`config.mk`:
```
export PLATFORM = sky130hd
export DESIGN_NAME = pe_array_feeder
export DESIGN_NICKNAME = d
export VERILOG_FILES = /design/src/rtl/pe_array_feeder_pkg.sv /design/src/rtl/pe_array_feeder_vec_buffer.sv /design/src/rtl/pe_array_feeder.sv
export SDC_FILE = /design/constraint.sdc
export NUM_CORES = 2
export LEC_CHECK = 0
export BUFFER_PORTS_ARGS = -buffer_cell sky130_fd_sc_hd__buf_2
export CORE_ASPECT_RATIO = 1.2
export CORE_MARGIN = 2
export CORE_UTILIZATION = 34
export CTS_BUF_LIST = sky130_fd_sc_hd__clkbuf_8 sky130_fd_sc_hd__clkbuf_16
export CTS_CLUSTER_SIZE = 28
export DETAILED_ROUTE_END_ITERATION = 12
export GPL_ROUTABILITY_DRIVEN = 0
export GPL_TIMING_DRIVEN = 0
export MAX_ROUTING_LAYER = met4
export PLACE_DENSITY = 0.6
export SYNTH_ARGS = -nofsm -noshare
export SYNTH_HDL_FRONTEND = slang
export SYNTH_SLANG_ARGS = --single-unit
```
`constraint.sdc`:
```
create_clock -name clk -period 9.2 [get_ports clk]
set_clock_uncertainty 0.1 [all_clocks]
set_input_delay 2.3 -clock clk [delete_from_list [all_inputs] [get_ports clk]]
set_output_delay 2.3 -clock clk [all_outputs]
set_load 0.02 [all_outputs]
```
`src/rtl/pe_array_feeder_pkg.sv`:
```
`default_nettype none
// ============================================================================
// Module      : pe_array_feeder_pkg
// Description : Shared constants and state encoding for the PE array vector
//               path. These constants are shared by the PE array and its
//               result drain.
//               PE_LANES         lanes per activation vector
//               PE_DATA_W        bits per lane
//               PE_BEAT_LANES    lanes carried by one input beat
//               PE_BEATS_PER_VEC beats needed to fill one vector
//               PE_CNT_W         batch / vector counter width
// Revision    : 1.0 - initial release
// ============================================================================
package pe_array_feeder_pkg;

    localparam int PE_LANES         = 64;
    localparam int PE_DATA_W        = 16;
    localparam int PE_BEAT_LANES    = 4;
    localparam int PE_BEATS_PER_VEC = PE_LANES / PE_BEAT_LANES;
    localparam int PE_CNT_W         = 9;

    typedef enum logic [1:0] {
        ST_IDLE   = 2'd0,
        ST_RUN    = 2'd1,
        ST_FINISH = 2'd2
    } feeder_state_e;

endpackage
`default_nettype wire

```
`src/rtl/pe_array_feeder_vec_buffer.sv`:
```
`default_nettype none
// ============================================================================
// Module      : pe_vec_buffer
// Description : One activation vector buffer of the feeder's ping-pong pair.
//               Lanes are written one beat (BEAT_LANES lanes) at a time at
//               the beat index; the buffer reports full after its last beat
//               and is emptied when the vector is handed to the array.
// Ports       : clk, rst       clock / synchronous active-high reset
//               i_clear        wipe contents and full flag (batch start)
//               i_wr_en        write one beat at i_wr_beat
//               i_wr_last      the written beat is the final one of a vector
//               i_wr_beat      beat index within the vector
//               i_wr_data      beat payload, lane n at [n*DATA_W +: DATA_W]
//               i_release      vector consumed by the array; clear full
//               o_full         buffer holds a complete vector
//               o_rd_data      flattened vector, lane i at [i*DATA_W +: DATA_W]
// Revision    : 1.0 - initial release
// ============================================================================
module pe_vec_buffer
    import pe_array_feeder_pkg::*;
#(
    parameter int LANES      = PE_LANES,
    parameter int DATA_W     = PE_DATA_W,
    parameter int BEAT_LANES = PE_BEAT_LANES,
    parameter int BEAT_IDX_W = $clog2(PE_LANES / PE_BEAT_LANES)
) (
    input  logic                         clk,
    input  logic                         rst,
    input  logic                         i_clear,
    input  logic                         i_wr_en,
    input  logic                         i_wr_last,
    input  logic [BEAT_IDX_W-1:0]        i_wr_beat,
    input  logic [BEAT_LANES*DATA_W-1:0] i_wr_data,
    input  logic                         i_release,
    output logic                         o_full,
    output logic [LANES*DATA_W-1:0]      o_rd_data
);

    localparam int c_lane_aw = $clog2(LANES);

    logic [DATA_W-1:0] r_mem [LANES];
    logic              r_full;

    always_ff @(posedge clk) begin
        if (rst || i_clear) begin
            for (int i = 0; i < LANES; i++) begin
                r_mem[i] <= '0;
            end
            r_full <= 1'b0;
        end else begin
            if (i_wr_en) begin
                for (int n = 0; n < BEAT_LANES; n++) begin
                    r_mem[c_lane_aw'(int'(i_wr_beat) * BEAT_LANES + n)] <=
                        i_wr_data[n*DATA_W +: DATA_W];
                end
            end
            // Set and release never coincide: the feeder only writes a
            // buffer that is not full and only releases one that is.
            if (i_wr_en && i_wr_last) begin
                r_full <= 1'b1;
            end else if (i_release) begin
                r_full <= 1'b0;
            end
        end
    end

    assign o_full = r_full;

    for (genvar i = 0; i < LANES; i++) begin : g_rd
        assign o_rd_data[i*DATA_W +: DATA_W] = r_mem[i];
    end

endmodule
`default_nettype wire

```
`src/rtl/pe_array_feeder.sv`:
```
`default_nettype none
// ============================================================================
// Module      : pe_array_feeder
// Description : Packs a 64-bit beat stream into 64-lane activation vectors
//               through a ping-pong buffer pair and presents them to the PE
//               array with a valid/ready handshake, sequencing a configured
//               batch and pulsing done at completion.
// Ports       : clk, rst            clock / synchronous active-high reset
//               start, cfg_num_vec  batch launch and batch length (0..256)
//               busy, done          batch in progress / completion pulse
//               vec_sent            vectors transferred in current/last batch
//               s_data/s_valid/s_ready   input beat stream
//               pe_input/pe_valid/pe_ready  vector output to the PE array
// Revision    : 1.0 - initial release
// ============================================================================
module pe_array_feeder
    import pe_array_feeder_pkg::*;
#(
    parameter int LANES      = PE_LANES,
    parameter int DATA_W     = PE_DATA_W,
    parameter int BEAT_LANES = PE_BEAT_LANES,
    parameter int CNT_W      = PE_CNT_W
) (
    input  logic                         clk,
    input  logic                         rst,
    input  logic                         start,
    input  logic [CNT_W-1:0]             cfg_num_vec,
    output logic                         busy,
    output logic                         done,
    output logic [CNT_W-1:0]             vec_sent,
    input  logic [BEAT_LANES*DATA_W-1:0] s_data,
    input  logic                         s_valid,
    output logic                         s_ready,
    output logic [LANES*DATA_W-1:0]      pe_input,
    output logic                         pe_valid,
    input  logic                         pe_ready
);

    localparam int c_beats      = LANES / BEAT_LANES;
    localparam int c_beat_idx_w = $clog2(c_beats);

    feeder_state_e           r_state;
    logic                    r_busy;
    logic                    r_done;
    logic [CNT_W-1:0]        r_num_vec;
    logic [CNT_W-1:0]        r_vec_filled;
    logic [CNT_W-1:0]        r_vec_sent;
    logic [c_beat_idx_w-1:0] r_beat;
    // Fill and present pointers toggle in the same order, so the present
    // pointer always names the oldest complete vector.
    logic                    r_fill_ptr;
    logic                    r_pres_ptr;

    logic [1:0]                w_full;
    logic [LANES*DATA_W-1:0]   w_rd_data [2];
    logic                      w_clear;
    logic                      w_s_ready;
    logic                      w_beat_acc;
    logic                      w_last_beat;
    logic                      w_pe_valid;
    logic                      w_xfer;

    assign w_clear     = (r_state == ST_IDLE) && start;
    assign w_s_ready   = (r_state == ST_RUN) && !w_full[r_fill_ptr]
                         && (r_vec_filled < r_num_vec);
    assign w_beat_acc  = s_valid && w_s_ready;
    assign w_last_beat = (r_beat == c_beat_idx_w'(c_beats - 1));
    assign w_pe_valid  = (r_state == ST_RUN) && w_full[r_pres_ptr];
    assign w_xfer      = w_pe_valid && pe_ready;

    for (genvar b = 0; b < 2; b++) begin : g_buf
        pe_vec_buffer #(
            .LANES      (LANES),
            .DATA_W     (DATA_W),
            .BEAT_LANES (BEAT_LANES),
            .BEAT_IDX_W (c_beat_idx_w)
        ) u_buf (
            .clk       (clk),
            .rst       (rst),
            .i_clear   (w_clear),
            .i_wr_en   (w_beat_acc && (r_fill_ptr == 1'(b))),
            .i_wr_last (w_last_beat),
            .i_wr_beat (r_beat),
            .i_wr_data (s_data),
            .i_release (w_xfer && (r_pres_ptr == 1'(b))),
            .o_full    (w_full[b]),
            .o_rd_data (w_rd_data[b])
        );
    end

    always_ff @(posedge clk) begin
        if (rst) begin
            r_state      <= ST_IDLE;
            r_busy       <= 1'b0;
            r_done       <= 1'b0;
            r_num_vec    <= '0;
            r_vec_filled <= '0;
            r_vec_sent   <= '0;
            r_beat       <= '0;
            r_fill_ptr   <= 1'b0;
            r_pres_ptr   <= 1'b0;
        end else begin
            case (r_state)
                ST_IDLE: begin
                    if (start) begin
                        r_num_vec    <= cfg_num_vec;
                        r_vec_filled <= '0;
                        r_vec_sent   <= '0;
                        r_beat       <= '0;
                        r_fill_ptr   <= 1'b0;
                        r_pres_ptr   <= 1'b0;
                        r_busy       <= 1'b1;
                        if (cfg_num_vec == '0) begin
                            r_done  <= 1'b1;
                            r_state <= ST_FINISH;
                        end else begin
                            r_state <= ST_RUN;
                        end
                    end
                end
                ST_RUN: begin
                    if (w_beat_acc) begin
                        if (w_last_beat) begin
                            r_beat       <= '0;
                            r_fill_ptr   <= ~r_fill_ptr;
                            r_vec_filled <= r_vec_filled + CNT_W'(1);
                        end else begin
                            r_beat <= r_beat + c_beat_idx_w'(1);
                        end
                    end
                    if (w_xfer) begin
                        r_pres_ptr <= ~r_pres_ptr;
                        r_vec_sent <= r_vec_sent + CNT_W'(1);
                        if (r_vec_sent + CNT_W'(1) == r_num_vec) begin
                            r_done  <= 1'b1;
                            r_state <= ST_FINISH;
                        end
                    end
                end
                ST_FINISH: begin
                    r_done  <= 1'b0;
                    r_busy  <= 1'b0;
                    r_state <= ST_IDLE;
                end
                default: begin
                    r_state <= ST_IDLE;
                end
            endcase
        end
    end

    assign busy     = r_busy;
    assign done     = r_done;
    assign vec_sent = r_vec_sent;
    assign s_ready  = w_s_ready;
    assign pe_valid = w_pe_valid;
    assign pe_input = w_rd_data[r_pres_ptr];

endmodule
`default_nettype wire

```
==> flow_summary.yaml <==
timing:
  tns_ps: 0
  worstMarginPinSlew_ps: 1601
  rsz0062_at_grt: "false"
  maxSlewHeadroom: -0.06742
  drv_slew: 110
  fmax_ghz: 0.1407
  layout_worst_path_cycle_share: 0.7724
  hold_violations: 0
  finalSetupViolations: 0
  hold_slack_ps: 413.4
  period_minus_slack_ps: 7106
logic_synthesis:
  synth_seq_cells: 2087
  synth_edf_count: 2048
  synth_top_cell_by_area: "edfxtp_1"
  synth_cell_type_count: 55
  syn_area_sq_um: 91510
  synth_top_area_share: 0.6721
  syn_inst: 6400
  synth.avg_cell_area_sq_um: 14.30
  async_flop_share: 0
  ys_warn_count: 0
  synth_ff_type: "edfxtp_1"
  syn_nets: 6489
  synth-seq-area-share: 0.6806
  synth.area.top_cells: "edfxtp_1, mux2_2, and2_1"
detailed_routing:
  firstDrtPassIters: 6
  totalWireLength_mm: 481.9
  vias: 68020
  drt_iter0_markers: 10780
  antenna_left: 0
  vias_per_cell: 5.865
  wl_per_cell_um: 41.56
  drc_errors: 0
worst_hold_path:
  hp-class: "flop to flop"
  min_path_cells: 2
  hold_end: "g_buf[0].u_buf.o_full$_SDFFE_PP0P_"
  min_from: "g_buf[0].u_buf.o_full$_SDFFE_PP0P_"
pwr:
  p_leak_nw: 42.33
  ir_worst_vdd_v: 0.0001524
  power.total_mw: 22.81
  pwr_density_cell_nw_per_um2: 205.3
floorplan:
  coreArea_sq_um: 267500
  io_pins: 1115
  die_h_um: 572.3
  start_util: 0.3420
  dieWidth_um: 477.6
  dieArea_sq_um: 273300
  rows: 208
setup_path:
  path_cells: "clkbuf_1 -> clkbuf_1 -> clkbuf_1 -> mux2_2 -> buf_2"
  crit_family: "buffers and inverters"
  timing.rr.start: "r_beat[3]$_SDFFE_PP0P_"
  reg2reg_slack_ps: 3470
  criticalPathCategory: "flop to output pin"
  crit_top_cell: "clkbuf_1"
  cp.arrival_ps: 4710
  worst-path-stages: 5
  worst-r2r-cell-count: 8
  crit_buf_inv: 4
  cp_max_fo: 10
  worstPathRequired_ps: 6800
  end_kind: "output pin"
  cpMaxStageDelayCell: "clkbuf_1"
  reg2reg_to: "g_buf[0].u_buf.r_mem[26][11]$_SDFFCE_PN0P_"
  cp-start-kind: "flop"
  cpPeakStageDelay_ps: 1050
global_route:
  antenna_found_initial: 124
  grt_overflow: 0
  grt_pass1_vias: 64030
  grt_pass1_wl_mm: 612.7
  grt_start_max_net_pins: 45
  grtUsageTotal: 0.3503
final_layout:
  drive_above_1_share: 0.3463
  finalNonFillerCells: 11600
  utilization: 0.4152
  num-fill-cells: 25010
  fin_nets: 7862
  area_growth_pct: 21.39
flow_run:
  drv_cap: 11
clock_tree:
  cts_made_buffers: 221
  clockRootBuffer: "clkbuf_16"
  holdBufCountCts: 0
  htree_levels: 4
  cts_tree: "done"
  cts_setup_buffers: 0
  clk_latency_ps: 950
  cts_resized: 0
  path_clk_slew_ps: 60
  cts_buffer_depth: 4
  clock-sinks: 2087
placement:
  hpwl_mm: 367.0
  dp_cells: 11120
  io_buffers: 1049
status:
  status: "complete, but fails checks"
  failed_checks: "capacitance limit, slew limit"
[flip-flops by register name (all words and copies together), names as in the netlist]
signal	count
vec_sent	9
r_num_vec	9
g_buf.u_buf.o_full	2
busy	1
r_fill_ptr	1
done	1
r_vec_filled	9
r_beat	4
g_buf.u_buf.r_mem	2048
r_state	2
r_pres_ptr	1
[through the flow]
stage,cell area (sq um),setup WS (ps)
2_1_floorplan,91510,239.7
3_3_place_gp,101200,-7075
3_5_place_dp,103800,1987
4_1_cts,110900,2065
5_1_grt,111000,2120
6_report,111100,2094
[where the power goes]
part / leakage (nW) / switching, mW / internal, mW / total, mW
Sequential: 22.5 / 0.142 / 11.0 / 11.1
Clock: 3.58 / 4.06 / 5.00 / 9.06
Combinational: 16.3 / 2.04 / 0.597 / 2.64
Total: 42.3 / 6.25 / 16.6 / 22.8
[routing by layer]
metal | vias to the layer above | GRT usage | part of all wire
met2 | 5539 | 0.5350 | 0.45
met3 | 1089 | 0.07973 | 0.11
li1 | 26650 | - | -
met1 | 34740 | 0.4172 | 0.36
met5 | - | - | 0
met4 | 0 | 0.2277 | 0.079
[kinds of logic after synthesis]
group,synth area share
simple gates,0.1534
flops,0.6806
mux,0.1264
buf+inv,0.03057
compound gates,0.006385
xor+xnor,0.001149
fa+ha+maj,0.001504
[synth_stat cells, types with 3 or more instances]
cell type,count
buf_2,130
clkbuf_2,18
dfxtp_1,39
inv_1,14
xor2_1,5
mux2_2,1025
nand2_1,298
a21oi_1,35
nor2b_1,9
nand4_1,4
nand3b_1,3
o31ai_1,6
a31oi_1,6
nor4_2,8
xnor2_1,7
edfxtp_1,2048
nor3_1,3
buf_1,10
and2_1,1026
nand3_1,20
and3_1,6
o21ai_0,32
ha_1,11
nor4_1,737
clkbuf_1,517
nand2b_1,16
nor2_1,315
or2_2,4
or3_1,12
[worst min-delay path, stage by stage (launching register included)]
cell     delay [ps]
dfxtp_1         320
o21ai_0          80
a21oi_1          70
[cell type report]
| class | count | area, sq um | area share |
|---|---|---|---|
| Sequential cell | 2087 | 62280 | 0.5607 |
| Multi-Input combinational cell | 3621 | 26790 | 0.2412 |
| Timing Repair Buffer | 1150 | 7395 | 0.06657 |
| Clock buffer | 221 | 5530 | 0.04979 |
| Tap cell | 3570 | 4467 | 0.04021 |
| Buffer | 677 | 2820 | 0.02539 |
| Clock inverter | 178 | 1551 | 0.01397 |
| Antenna cell | 77 | 192.7 | 0.001735 |
| Inverter | 15 | 56.30 | 0.0005069 |
[worst max path at each step]
stage	startpoint	end
final	r_pres_ptr$_SDFFE_PP0P_	pe_input[591]
after detailed placement	start	g_buf[0].u_buf.r_mem[34][5]$_SDFFCE_PN0P_
after floorplan	s_valid	g_buf[0].u_buf.r_mem[16][0]$_SDFFCE_PN0P_
after global placement	s_valid	g_buf[0].u_buf.r_mem[42][11]$_SDFFCE_PN0P_
after global routing	r_pres_ptr$_SDFFE_PP0P_	pe_input[591]
after CTS	r_pres_ptr$_SDFFE_PP0P_	pe_input[591]
[cell usage in the layout, fill, tap and decap left out, drive strengths merged, types with 4 or more instances in the layout]
| master | instances |
|---|---|
| edfxtp | 2048 |
| or2 | 4 |
| mux2 | 1026 |
| dfxtp | 39 |
| and3 | 6 |
| or3 | 12 |
| o21ai | 32 |
| clkinv | 98 |
| nand2b | 16 |
| inv | 62 |
| clkinvlp | 11 |
| o31ai | 6 |
| diode | 77 |
| bufinv | 22 |
| clkbuf | 756 |
| nor2b | 9 |
| and2 | 1027 |
| nand2 | 298 |
| ha | 11 |
| nor2 | 317 |
| xnor2 | 7 |
| buf | 1292 |
| a31oi | 6 |
| nand3 | 20 |
| a21oi | 35 |
| nand4 | 4 |
| nor4 | 747 |
| xor2 | 5 |
| nor3 | 4 |
(Power assumes the default switching activity.)
